[src/rtl/pool_max_3x3.sv]
`default_nettype none
// ============================================================================
// pool_max_3x3 : 3x3 FP16 max-pooling reducer, LANES elements per cycle.
// Optional NaN propagation under macro POOL_NAN_PROP_EN.        Rev 1.0
// ============================================================================
module pool_max_3x3 #(
  parameter int KERNEL_ELEMS = 9,
  parameter int LANES        = 1
) (
  input  logic         clk,
  input  logic         rst,
  input  logic         pool_ready_3x3,
  input  logic [143:0] im_3x3,
  output logic         pool_valid_3x3,
  output logic [15:0]  pool_out,
  output logic [3:0]   pool_idx,
  output logic         busy
);

  localparam logic [15:0] NEG_INF = 16'hFC00;

  generate
    if ((LANES != 1 && LANES != 3 && LANES != 9) || KERNEL_ELEMS != 9) begin : g_param_check
      $error("pool_max_3x3: LANES must be 1, 3 or 9 and KERNEL_ELEMS must be 9");
    end
  endgenerate

  typedef enum logic [1:0] {
    IDLE    = 2'd0,
    COMPARE = 2'd1,
    DONE    = 2'd2
  } state_t;

  state_t        state;
  logic [143:0]  window;
  logic [3:0]    count;
  logic [15:0]   run_max;
  logic [3:0]    run_idx;
  logic [15:0]   nxt_max;
  logic [3:0]    nxt_idx;
  logic [15:0]   fin_out;
  logic [3:0]    fin_idx;
  logic          last_group;

  function automatic logic [15:0] elem_at(input logic [143:0] w, input logic [3:0] i);
    return w[143 - 16*int'(i) -: 16];
  endfunction

  // Sign-magnitude greater-than; +0 and -0 compare equal.
  function automatic logic fp16_gt(input logic [15:0] c, input logic [15:0] m);
    logic gt;
    case ({c[15], m[15]})
      2'b00:   gt = c[14:0] > m[14:0];
      2'b11:   gt = c[14:0] < m[14:0];
      2'b01:   gt = (c[14:0] != 15'd0) || (m[14:0] != 15'd0);
      default: gt = 1'b0;
    endcase
    return gt;
  endfunction

  always_comb begin
    nxt_max = run_max;
    nxt_idx = run_idx;
    for (int l = 0; l < LANES; l++) begin
      if (fp16_gt(elem_at(window, count + 4'(l)), nxt_max)) begin
        nxt_max = elem_at(window, count + 4'(l));
        nxt_idx = count + 4'(l);
      end
    end
  end

  assign last_group = (int'(count) + LANES) >= KERNEL_ELEMS;

`ifdef POOL_NAN_PROP_EN
  localparam logic [15:0] QNAN = 16'h7E00;

  logic       nan_seen;
  logic [3:0] nan_idx;
  logic       nxt_nan;
  logic [3:0] nxt_nan_idx;

  always_comb begin
    nxt_nan     = nan_seen;
    nxt_nan_idx = nan_idx;
    for (int l = 0; l < LANES; l++) begin
      if (!nxt_nan && elem_at(window, count + 4'(l)) ==? 16'b?111_11??_????_????
          && elem_at(window, count + 4'(l)) ==? 16'b????_????_????_???? 
          && (elem_at(window, count + 4'(l)) & 16'h03FF) != 16'h0000) begin
        nxt_nan     = 1'b1;
        nxt_nan_idx = count + 4'(l);
      end
    end
  end

  assign fin_out = nxt_nan ? QNAN : nxt_max;
  assign fin_idx = nxt_nan ? nxt_nan_idx : nxt_idx;

  always_ff @(posedge clk or posedge rst) begin
    if (rst) begin
      nan_seen <= 1'b0;
      nan_idx  <= 4'd0;
    end else if (state == IDLE && pool_ready_3x3) begin
      nan_seen <= 1'b0;
      nan_idx  <= 4'd0;
    end else if (state == COMPARE) begin
      nan_seen <= nxt_nan;
      nan_idx  <= nxt_nan_idx;
    end
  end
`else
  assign fin_out = nxt_max;
  assign fin_idx = nxt_idx;
`endif

  always_ff @(posedge clk or posedge rst) begin
    if (rst) begin
      state          <= IDLE;
      window         <= '0;
      count          <= 4'd0;
      run_max        <= 16'h0000;
      run_idx        <= 4'd0;
      pool_valid_3x3 <= 1'b0;
      pool_out       <= 16'h0000;
      pool_idx       <= 4'd0;
      busy           <= 1'b0;
    end else begin
      case (state)
        IDLE: begin
          if (pool_ready_3x3) begin
            window  <= im_3x3;
            run_max <= NEG_INF;
            run_idx <= 4'd0;
            count   <= 4'd0;
            busy    <= 1'b1;
            state   <= COMPARE;
          end
        end
        COMPARE: begin
          run_max <= nxt_max;
          run_idx <= nxt_idx;
          count   <= count + 4'(LANES);
          if (last_group) begin
            pool_out       <= fin_out;
            pool_idx       <= fin_idx;
            pool_valid_3x3 <= 1'b1;
            state          <= DONE;
          end
        end
        DONE: begin
          // Leaving only on ready low keeps one window from being pooled twice.
          if (!pool_ready_3x3) begin
            pool_valid_3x3 <= 1'b0;
            busy           <= 1'b0;
            state          <= IDLE;
          end
        end
        default: state <= IDLE;
      endcase
    end
  end

endmodule
`default_nettype wire

[config.mk]
export PLATFORM = sky130hd
export DESIGN_NAME = pool_max_3x3
export DESIGN_NICKNAME = d
export VERILOG_FILES = /design/src/rtl/pool_max_3x3.sv
export SDC_FILE = /design/constraint.sdc
export NUM_CORES = 1
export LEC_CHECK = 0
export BUFFER_PORTS_ARGS = -buffer_cell sky130_fd_sc_hd__buf_2
export CORE_MARGIN = 1.5
export CORE_UTILIZATION = 50
export CTS_CLUSTER_DIAMETER = 200
export CTS_CLUSTER_SIZE = 20
export DETAILED_ROUTE_END_ITERATION = 12
export PLACE_DENSITY = 0.73
export SYNTH_ARGS = -nofsm -noshare
export SYNTH_HDL_FRONTEND = slang
export SYNTH_SLANG_ARGS = --single-unit
[constraint.sdc]
create_clock -name clk -period 6.74 [get_ports clk]
set_clock_uncertainty 0.15 [all_clocks]
set_input_delay 0.337 -clock clk [delete_from_list [all_inputs] [get_ports clk]]
set_output_delay 0.337 -clock clk [all_outputs]
set_load 0.01 [all_outputs]
==> flow_summary.ini <==
[global_route]
grt_pass1_vias = 7311
grt_start_max_net_pins = 128
grt_usage_pct = 25.91
antenna_found_initial = 2
overflow = 0
grt_pass1_wl_um = 38990

[clock_network]
cts_max_level = 4
clock_path_buffers = 2
insertion_delay_ps = 440
cts.reportedPaths.clkPinSlew_ps = 70
cts_buffers = 17
root_buffer = clkbuf_16
cts_tree = done
cts_setup_buffers = 0
cts_sinks = 192

[synth]
synth.area.top_cells = dfrtp_1 52%, mux2_2 18%, mux2i_1 5.1%, ha_1 2.5%, mux4_2 2.2%
synth_top_cell_area_share_pct = 52.29
syn_nets = 866
synth_cell_types = 54
yosys_most_used_dff = dfrtp_1
yosysTopAreaCell = dfrtp_1
syn_inst = 701
yosys_warnings = 0
yosysSeqAreaShare_pct = 52.29
avgSynthCellArea_um2 = 13.11
synth-seq-cells = 192
synth_area_um2 = 9188
async_reset_ff_share_pct = 100.0
synth_edf_count = 0

[final_layout]
fillers = 1288
final_nets = 1153
fin_util_pct = 67.25
area_delta_synth_final_pct = 31.49
drive_gt1_share_pct = 37.50

[detailed_routing]
avgRoutedWirePerCell_um = 19.63
routed_wl_um = 24170
first_iter_violations = 508
drc_errors = 0
route.vias.total = 6968
via_per_inst = 5.660
antenna_left = 0
firstDrtPassIters = 5

[critical_path]
r2r_end = run_max[9]$_DFFE_PP0P_
cpMostUsedCell = ha_1
path_max_fanout = 21
ff2ff_path_depth = 17
cp-end-kind = register
critPathSlowestCell = o2111a_1
crit_arrival_ps = 5940
worstPathRequired_ps = 6910
path_class = reg2reg
r2r_start = count[0]$_DFFE_PP0P_
critPathMaxStageDelay_ps = 780
crit_path_start_kind = register
crit_chain = inv_1, ha_1, xor2_2, nor2_2, a221o_1, a221oi_1, a21o_1, ha_1, a211oi_1, o21ai_0, o211ai_1, a21oi_1, or3_1, nand2b_1, o2111a_1, o21bai_4, a22o_1
reg2reg_slack_ps = 980

[timing]
setup_violations = 0
fin_tns_setup_ps = 0
holdWs_ps = 20.57
clock.fmax_mhz = 173.6
period_share_pct = 85.47
hold_viol = 0
rsz0062_at_grt = no
fin_crit_ps = 5761
report.final.slew_viol_count = 0
worstMarginPinSlew_ps = 988.4
worst_slack_ps = 979.2
slew_headroom_pct = 34.11

[floorplan]
die_area_um2 = 19200
die_h_um = 138.6
rows = 49
initial_core_util_pct = 51.15
core_um2 = 17960
io_pins = 169
die_width_um = 138.6

[min_path]
min_to = window[7]$_DFFE_PP0P_
min_path_type = in2reg
hold_depth = 2
worstHoldStart = im_3x3[7]

[power]
leakage_nw = 5.445
p_sw_share_pct = 40.91
power_frac_comb_pct = 53.1
seqPwrFrac_pct = 32.2
netSwitchingPower_mw = 2.662
powerDensity_nw_per_um2 = 538.7
internal-power_mw = 3.846
ir_worst_vdd_mv = 0.3102
p_clk_share_pct = 14.7

[placed_design]
pre_cts_ws_ps = 1085
hpwl_um = 15550
io_buffer_count = 168
gp_congestion = 0.8494

[job]
cap_viol_max_count = 0

[status]
status = finished clean
-- synth_stat cells (all sizes together) (2+ instances only) --
cell	number
mux4	12
nor2b	7
o21ai	16
nand4	7
a221oi	5
o21bai	2
clkbuf	24
dfrtp	192
a2111oi	3
a221o	8
ha	18
o2bb2ai	2
o311ai	14
xor2	3
nand2b	5
nor4	8
a21oi	12
a31oi	2
nor3	4
nor2	23
a22o	19
inv	19
a21o	9
mux2i	47
buf	21
o21a	4
and2	2
o211ai	2
mux2	145
nand3	15
a2bb2oi	5
nand2	35
o22ai	2
-- cells by family after synthesis --
group / after synthesis / share of synthesized area (%)
AO/OA/AOI/OAI: 111 / 9.478
flip-flops: 192 / 52.29
XOR/XNOR: 4 / 0.5449
buffers and inverters: 64 / 3.432
AND/OR/NAND/NOR: 108 / 5.842
adder cells (fa/ha/maj): 18 / 2.451
multiplexers: 204 / 25.96
-- what timing repair did --
action                                 4_1_cts  5_1_grt
gates resized for setup                      0        0
hold buffers                               136        2
endpoints found under the hold margin      261        2
-- power by group through the flow --
stage | Clock (mW) | Sequential [mW] | Combinational (mW)
finish | 0.955 | 2.10 | 3.46
global route | 1.02 | 2.17 | 3.74
CTS | 0.972 | 2.08 | 3.42
detailed placement | 0 | 2.09 | 3.33
global placement | 0 | 2.07 | 3.26
floorplan | 0 | 1.99 | 2.63
-- through the flow --
step                cells  area [µm²]  total power, mW
global route         1231       12080            6.923
CTS                  1227       12060            6.466
finish               1231       12080            6.508
global placement     1060       10150            5.332
floorplan             701        9188            4.621
detailed placement   1060       10150            5.429
-- flip-flops by register name (all words and copies together) (netlist names) --
name	count
busy	1
count	4
pool_idx	4
pool_out	16
pool_valid_3x3	1
run_idx	4
run_max	16
state	2
window	144
-- per-layer routing --
layer	share of wire, %	vias to the layer above	track usage (%)
li1	-	3191	-
met1	42	3479	33.67
met2	50	256	42.79
met3	6.0	42	6.526
met4	2.3	0	8.532
met5	0	-	0
-- how the worst max path moves through the flow --
stage	start	end	slack, ps
2_1_floorplan	rst	busy$_DFFE_PP0P_	1030
3_3_place_gp	count[0]$_DFFE_PP0P_	run_max[9]$_DFFE_PP0P_	1270
3_5_place_dp	count[0]$_DFFE_PP0P_	run_max[9]$_DFFE_PP0P_	1090
4_1_cts	count[0]$_DFFE_PP0P_	run_max[9]$_DFFE_PP0P_	1060
5_1_grt	count[0]$_DFFE_PP0P_	pool_out[2]$_DFFE_PP0P_	570
6_report	count[0]$_DFFE_PP0P_	run_max[9]$_DFFE_PP0P_	980
-- cell usage in the layout (no fill, tap or decap), types with 12 or more instances in the layout --
cell type      netlist  final
buf_2                8    168
clkbuf_16            0     17
mux2_2             145    145
o21ai_0             16     16
dlygate4sd3_1        0    138
a22o_1              19     19
inv_1               19     18
mux2i_1             47     47
dfrtp_1            192    192
nand2_1             35     35
nand3_1             15     15
ha_1                18     17
o311ai_0            14     14
nor2_1              18     18
a21oi_1             12     12
-- worst max-delay path: cells and delay by family, from the launching register on --
kind / cells / cell delay, ps
adders and majority gates: 2 / 610
buffers and inverters: 1 / 260
and+or+nand+nor: 3 / 660
DFF: 1 / 380
AOI/OAI and AO/OA: 10 / 3090
xor gates and xnor gates: 1 / 480
-- final cells by class --
cell class | instances | area (µm²) | area share [%]
Clock buffer | 19 | 442.9 | 3.667
Sequential cell | 192 | 4805 | 39.77
Antenna cell | 2 | 5.005 | 0.04143
Multi-Input combinational cell | 445 | 4088 | 33.84
Tap cell | 229 | 286.5 | 2.372
Clock inverter | 12 | 100.1 | 0.8286
Inverter | 19 | 78.83 | 0.6525
Timing Repair Buffer | 313 | 2275 | 18.83
Power figures use the tool's default switching activity.
